`config.mk`:
```
export PLATFORM = sky130hd
export DESIGN_NAME = fetch_unit
export DESIGN_NICKNAME = d
export VERILOG_FILES = /design/src/rtl/fetch_unit.sv
export SDC_FILE = /design/constraint.sdc
export NUM_CORES = 1
export LEC_CHECK = 0
export CAP_MARGIN = 20
export CORE_MARGIN = 3
export CORE_UTILIZATION = 44
export CTS_CLUSTER_SIZE = 12
export DETAILED_ROUTE_END_ITERATION = 10
export PLACE_DENSITY = 0.83
export SETUP_SLACK_MARGIN = 0.5
export SYNTH_ARGS = -nofsm -noshare
export SYNTH_HDL_FRONTEND = slang
export SYNTH_SLANG_ARGS = --single-unit
```
`constraint.sdc`:
```
create_clock -name CLK -period 2.9 [get_ports CLK]
set_input_delay 0.58 -clock CLK [delete_from_list [all_inputs] [get_ports CLK]]
set_output_delay 0.58 -clock CLK [all_outputs]
set_load 0.02 [all_outputs]
```
`src/rtl/fetch_unit.sv`:
```
// Instruction fetch stage: PC sequencing, redirect capture and
// fetch-decode latch control for an in-order pipeline.

package fetch_unit_pkg;
  typedef enum logic [1:0] {
    NORMAL = 2'd0,
    STALL  = 2'd1,
    FLUSH  = 2'd2
  } pipe_state_t;
endpackage

module fetch_unit
  import fetch_unit_pkg::*;
#(
  parameter logic [31:0] PC_INIT = 32'h0000_0000
) (
  input  logic        CLK,
  input  logic        RST,
  input  logic        ihit,
  input  logic [31:0] iload,
  input  logic        stall,
  input  logic        redirect,
  input  logic [31:0] redirect_pc,
  input  logic        halt,
  output logic        imemREN,
  output logic [31:0] imemaddr,
  output logic [31:0] f_instr,
  output logic [31:0] f_pc4,
  output pipe_state_t fd_state
);

  typedef enum logic [1:0] {
    S_FETCH      = 2'd0,
    S_REDIR_WAIT = 2'd1,
    S_HALTED     = 2'd2
  } fetch_state_t;

  logic [31:0]  pc_q, pc_d;
  logic [31:0]  pend_pc_q, pend_pc_d;
  fetch_state_t state_q, state_d;
  pipe_state_t  fd_state_d;
  logic [31:0]  redir_aligned;

  // Targets are always word aligned; drop the two low bits on capture.
  assign redir_aligned = redirect_pc & 32'hFFFF_FFFC;

  // Memory request and latch data are straight from the current PC / response.
  assign imemaddr = pc_q;
  assign f_instr  = iload;
  assign f_pc4    = pc_q + 32'd4;
  assign imemREN  = (!RST) && (state_q != S_HALTED);
  assign fd_state = RST ? FLUSH : fd_state_d;

  // Per-cycle decision: latch control and next PC/pending/state.
  always_comb begin
    pc_d       = pc_q;
    pend_pc_d  = pend_pc_q;
    state_d    = state_q;
    fd_state_d = FLUSH;
    case (state_q)
      S_FETCH: begin
        if (halt) begin
          fd_state_d = FLUSH;
          state_d    = S_HALTED;
        end else if (redirect) begin
          fd_state_d = FLUSH;
          if (ihit) begin
            pc_d = redir_aligned;
          end else begin
            pend_pc_d = redir_aligned;
            state_d   = S_REDIR_WAIT;
          end
        end else if (stall) begin
          // Hold the latch and the PC; a returned word is simply refetched.
          fd_state_d = STALL;
        end else if (ihit) begin
          fd_state_d = NORMAL;
          pc_d       = pc_q + 32'd4;
        end else begin
          fd_state_d = FLUSH;
        end
      end
      S_REDIR_WAIT: begin
        // The old request is still outstanding; its data is thrown away.
        fd_state_d = FLUSH;
        if (halt) begin
          state_d = S_HALTED;
        end else begin
          if (redirect) begin
            pend_pc_d = redir_aligned;
          end else begin
            pend_pc_d = pend_pc_q;
          end
          if (ihit) begin
            pc_d    = redirect ? redir_aligned : pend_pc_q;
            state_d = S_FETCH;
          end else begin
            pc_d = pc_q;
          end
        end
      end
      S_HALTED: begin
        fd_state_d = STALL;
      end
      default: begin
        fd_state_d = FLUSH;
        state_d    = S_FETCH;
      end
    endcase
  end

  // State registers; reset abandons any request or pending redirect at once.
  always_ff @(posedge CLK or posedge RST) begin
    if (RST) begin
      pc_q      <= PC_INIT;
      pend_pc_q <= 32'h0000_0000;
      state_q   <= S_FETCH;
    end else begin
      pc_q      <= pc_d;
      pend_pc_q <= pend_pc_d;
      state_q   <= state_d;
    end
  end

endmodule

```
; After elaboration in Yosys (flattened, before gate mapping)
; Index checks and enable logic that the tools add are counted.
[op_classes]
add_sub_neg = 1
eq_ne = 14
mux = 26
bitwise_logic = 1
n_reduce_logical = 7
[ops]
columns = op, n
row1 = two-way mux 32 bit, 12
row2 = one-hot mux 32 bit (2 select lines), 2
row3 = adder 32 x 3 -> 32 bit (second input constant), 1
row4 = two-way mux 2 bit, 10
row5 = inequality test 3 bit (second input constant), 6
row6 = inequality test 2 bit (second input constant), 6
row7 = AND reduction 7 bit, 1
row8 = one-hot mux 2 bit (3 select lines), 1
row9 = AND reduction 5 bit, 1
row10 = one-hot mux 2 bit (2 select lines), 1
row11 = AND reduction 4 bit, 1
row12 = equality test 2 x 1 -> 1 bit (second input constant), 1
row13 = equality test 2 bit (second input constant), 1
row14 = logical NOT 2 bit, 1
row15 = nonzero test 2 bit, 1
row16 = logical AND 1 bit, 1
row17 = logical NOT 1 bit, 1
row18 = inverter 1 bit, 1
[word_totals]
reg_bits = 66
inputBits = 70
word_cells = 52

; Logic depth before layout (Yosys ltp)
[depth]
word_depth = 6
depth_mapped = 8
depth_no_buf = 6

; Worst setup path after synthesis
; Ideal clock, no wire load.
[synth_timing]
kind = input to output
start = in RST
end = out fd_state[1]
arrival_ns = 2.508
required_ns = 2.320
setup_slack_ns = -0.188
path_stages = 2
n_path_buf = 0
path_cell_list = inv_1 > o211ai_1
[synth_via]
elab_chain_len = 1
[synth_lines]
columns = item, line_no
row1 = start: declaration, 18  ; input logic RST,
row2 = two-way mux 2 bit, 52  ; assign fd_state = RST ? FLUSH : fd_state_d;
row3 = end: declaration, 29  ; output pipe_state_t fd_state
; Every way passes these cells.

; Worst setup path in the final report
[layout_timing]
start = reg pc_q[3], in the netlist imemaddr[3]
end = out f_pc4[30]
[layout_via]
elab_chain_len = 1
[layout_lines]
columns = item, line_no
row1 = start: declaration, 38  ; logic [31:0] pc_q, pc_d;
row2 = start signal: assignment, 119  ; pc_q <= pc_d;
row3 = adder 32 x 3 -> 32 bit, 50  ; assign f_pc4 = pc_q + 32'd4;
row4 = end: declaration, 28  ; output logic [31:0] f_pc4,
; Every way passes these cells.

==> metrics.txt <==
placed cells=just over 600; RSZ-0062 raised after global routing=true; port bufs=roughly 100; FF-to-FF Start=state_q[1]; via/cell ratio=5.98; Yosys top cell area share=roughly two fifths; CP delay by family, top=simple AND/OR/NAND/NOR gates; global-route wire length before repair=~19,000 microns; WHS Path Cells=1; critical path arrival=between 2000 and 2500 ps; TritonCTS clock tree=built; crit path kind=flop to output port; P&R area growth vs syn=46.8%; Post-synth top flop=dfrtp_1; critical path capture point type=output port; Net Count, Synth=487; die height=approximately 100 microns; die footprint=~11,000 sq um; gr ovfl total=0; pwr dens=a little over 400 nW/um^2; post-route setup TNS=0 ps; synth unique cells=58; final antenna diode count=0; GR Layer Usage met3=approximately 5.8%; Clock Path Buffers=2; worst reg2reg path depth=4; commonest cells after routing, fill and taps aside=buf_4 (85), clkdlybuf4s50_1 (70), dfrtp_1 (54); measured slew at the worst slew-check pin=roughly 830 ps; post-route cell area=6050 sq um; largest net degree at the start of global routing=67; cell taking the most area after synthesis=dfrtp_1; Clock transition at path regs=around 80 ps; period utilization=roughly 90%; Final Setup Violations=0; row count=34; vias in the first global route=3,889; setup slack after layout=~280 ps; status=finished clean; cell area after synthesis=between 4000 and 5000 sq um; DPL Wire Length=8130 microns; number of flops mapped to enable cells by yosys=0; Vias=between 4,000 and 5,000; Max VDD drop=222 uV; Leak Pwr=approximately 2.8 nW; R2R setup slack=750 ps; First-pass DRT Iterations=7; fmax=~380 MHz; most used cell, CP=buf_6; worst reg2reg endpoint=imemaddr[29]; slowest CP cell=dfrtp_2; Largest stage delay, worst path=between 400 and 500 ps; number of DRC markers in iteration 0=between 200 and 300; Placer Congestion=0.852; M2 GR Usage=38.9%; Synth Instances=416; worst hold path type=flop to flop; num ports=169; max-slew violations=0; die extent in x=~100 microns; root cell of the clock tree=clkbuf_8; worst slack, placed=-20.7 ps; Clock Skew=between 8 and 9 ps; hold path start=pend_pc_q[1]; Synth Register Bits=between 60 and 70; post-detailed-routing wire length=roughly 13,000 microns; sequential share of the synthesized area=between 40% and 50%; Initial Utilization=46.4%; Hold-fix buffers, CTS=0; Period minus WS final=about 2600 ps; final non-filler cell total=roughly 670; most common cell after layout, fill and taps aside=buf_4; initial antenna violation count=0; critical path, cell by cell=ha_4 -> nand3_4 -> nor3_4 -> buf_6 -> buf_6 -> nand4_1 -> xnor2_2 -> buf_4; core area=approximately 8900 sq um; H-tree depth=3; synth warn=0; clk sinks=66; M1 GR Usage=between 20% and 30%; average routed wire per standard cell=19.3 microns; share of layout cells above drive strength 1=41.2%; max-cap viol count=0; worst-case hold path end point=pend_pc_q[1]; WP buf/inv=3; nets@finish=627; leading cell types by total area after synthesis=dfrtp_1 (40%), mux2_2 (10%), buf_4 (6.2%); global-route usage over all layers=23.1%; average size of a mapped cell=just under 10 sq um; utilization after layout=68.1%; total CTS buffers=9; DP Area=roughly 5400 sq um; clk_lat worst skew=340 ps; Crit Path Max Fanout=4; post-route ant nets=0; CP Launch Type=flop; max_slew headroom=44.4%; Critical Path RT=between 2000 and 2500 ps; # DRC=0; Final Hold Vio Count=0; global route hottest layer=met2; async set-reset flop share out of synthesis=100%
[area by class of cell]
class                   instances  area (sq um)
fillers                       611          2840
multi-input cells             285          2410
flip-flops and latches         66          1670
repair buffers                186          1640
clock buffers                  11           141
well taps                     108           135
inverters                       8          33.8
clock inverters                 5          30.0
[cells by family (layout without fill, tap and decap cells)]
family / Yosys count / count (layout) / synth area share, %
DFF: 66 / 66 / 40.1
and+or+nand+nor: 112 / 112 / 15.8
buffers and inverters: 65 / 210 / 9.26
xor gates and xnor gates: 28 / 28 / 5.95
adders and majority gates: 1 / 1 / 0.303
AOI/OAI and AO/OA: 99 / 99 / 16.5
muxes: 45 / 45 / 12.1
[routing by layer]
layer | wire length, microns | vias to the layer above
met5 | 0 | -
met4 | 417 | 0
met3 | 1300 | 52
met2 | 6360 | 244
met1 | 4870 | 1947
li1 | - | 1758
[cells in the mapped netlist (3+ instances only)]
library cell and instances:
mux2_2 37, nand3_1 15, mux2i_1 6, nand3b_1 3, inv_1 8, clkbuf_1 12, nor3_2 3, a21oi_1 20
a222oi_1 3, nor3_1 4, xnor2_1 15, buf_1 3, nand3_2 3, buf_4 34, and2_1 4, o2bb2ai_1 7
a31oi_1 4, a22o_1 10, nor2_1 29, a2bb2oi_1 7, o21ai_0 18, nand4_1 3, nand2_1 23, o21ai_1 6
o22ai_1 7, xor2_1 13, dfrtp_1 66, buf_2 8, o22a_1 3, and3_1 5, and4_1 4
[worst max path at each step]
stage,slack (ps),endpoint,from,depth (start not counted)
floorplan,270,fd_state[1],RST,2
global route,190,f_pc4[30],imemaddr[12],8
finish,280,f_pc4[30],imemaddr[3],8
CTS,280,f_pc4[30],imemaddr[9],8
detailed placement,-20,f_pc4[30],imemaddr[3],6
global placement,50,f_pc4[30],imemaddr[3],6
[timing repair]
item | CTS | global route
endpoints found under the hold margin | 0 | 0
endpoints found under the setup margin | 31 | 27
pin swaps | 16 | 13
resized for setup | 164 | 39
setup buffers | 25 | 18
[report_power, final]
group	switching, mW	total, mW	internal (mW)	leakage, nW
clock	0.358	0.687	0.329	0.0851
combinational	0.348	0.706	0.357	1.88
sequential	0.0692	1.07	1.00	0.855
[through the flow]
stage          total power, mW  hold WS, ps
6_report                  2.46          487
4_1_cts                   2.43          492
3_5_place_dp              1.74          472
5_1_grt                   2.56          504
3_3_place_gp              1.72          470
2_1_floorplan             1.46          453
[registers in the layout, indices dropped and copies added, names as in the netlist]
signal / count
pend_pc_q: 32
state_q: 2
imemaddr: 32
Power figures use the tool's default switching activity.
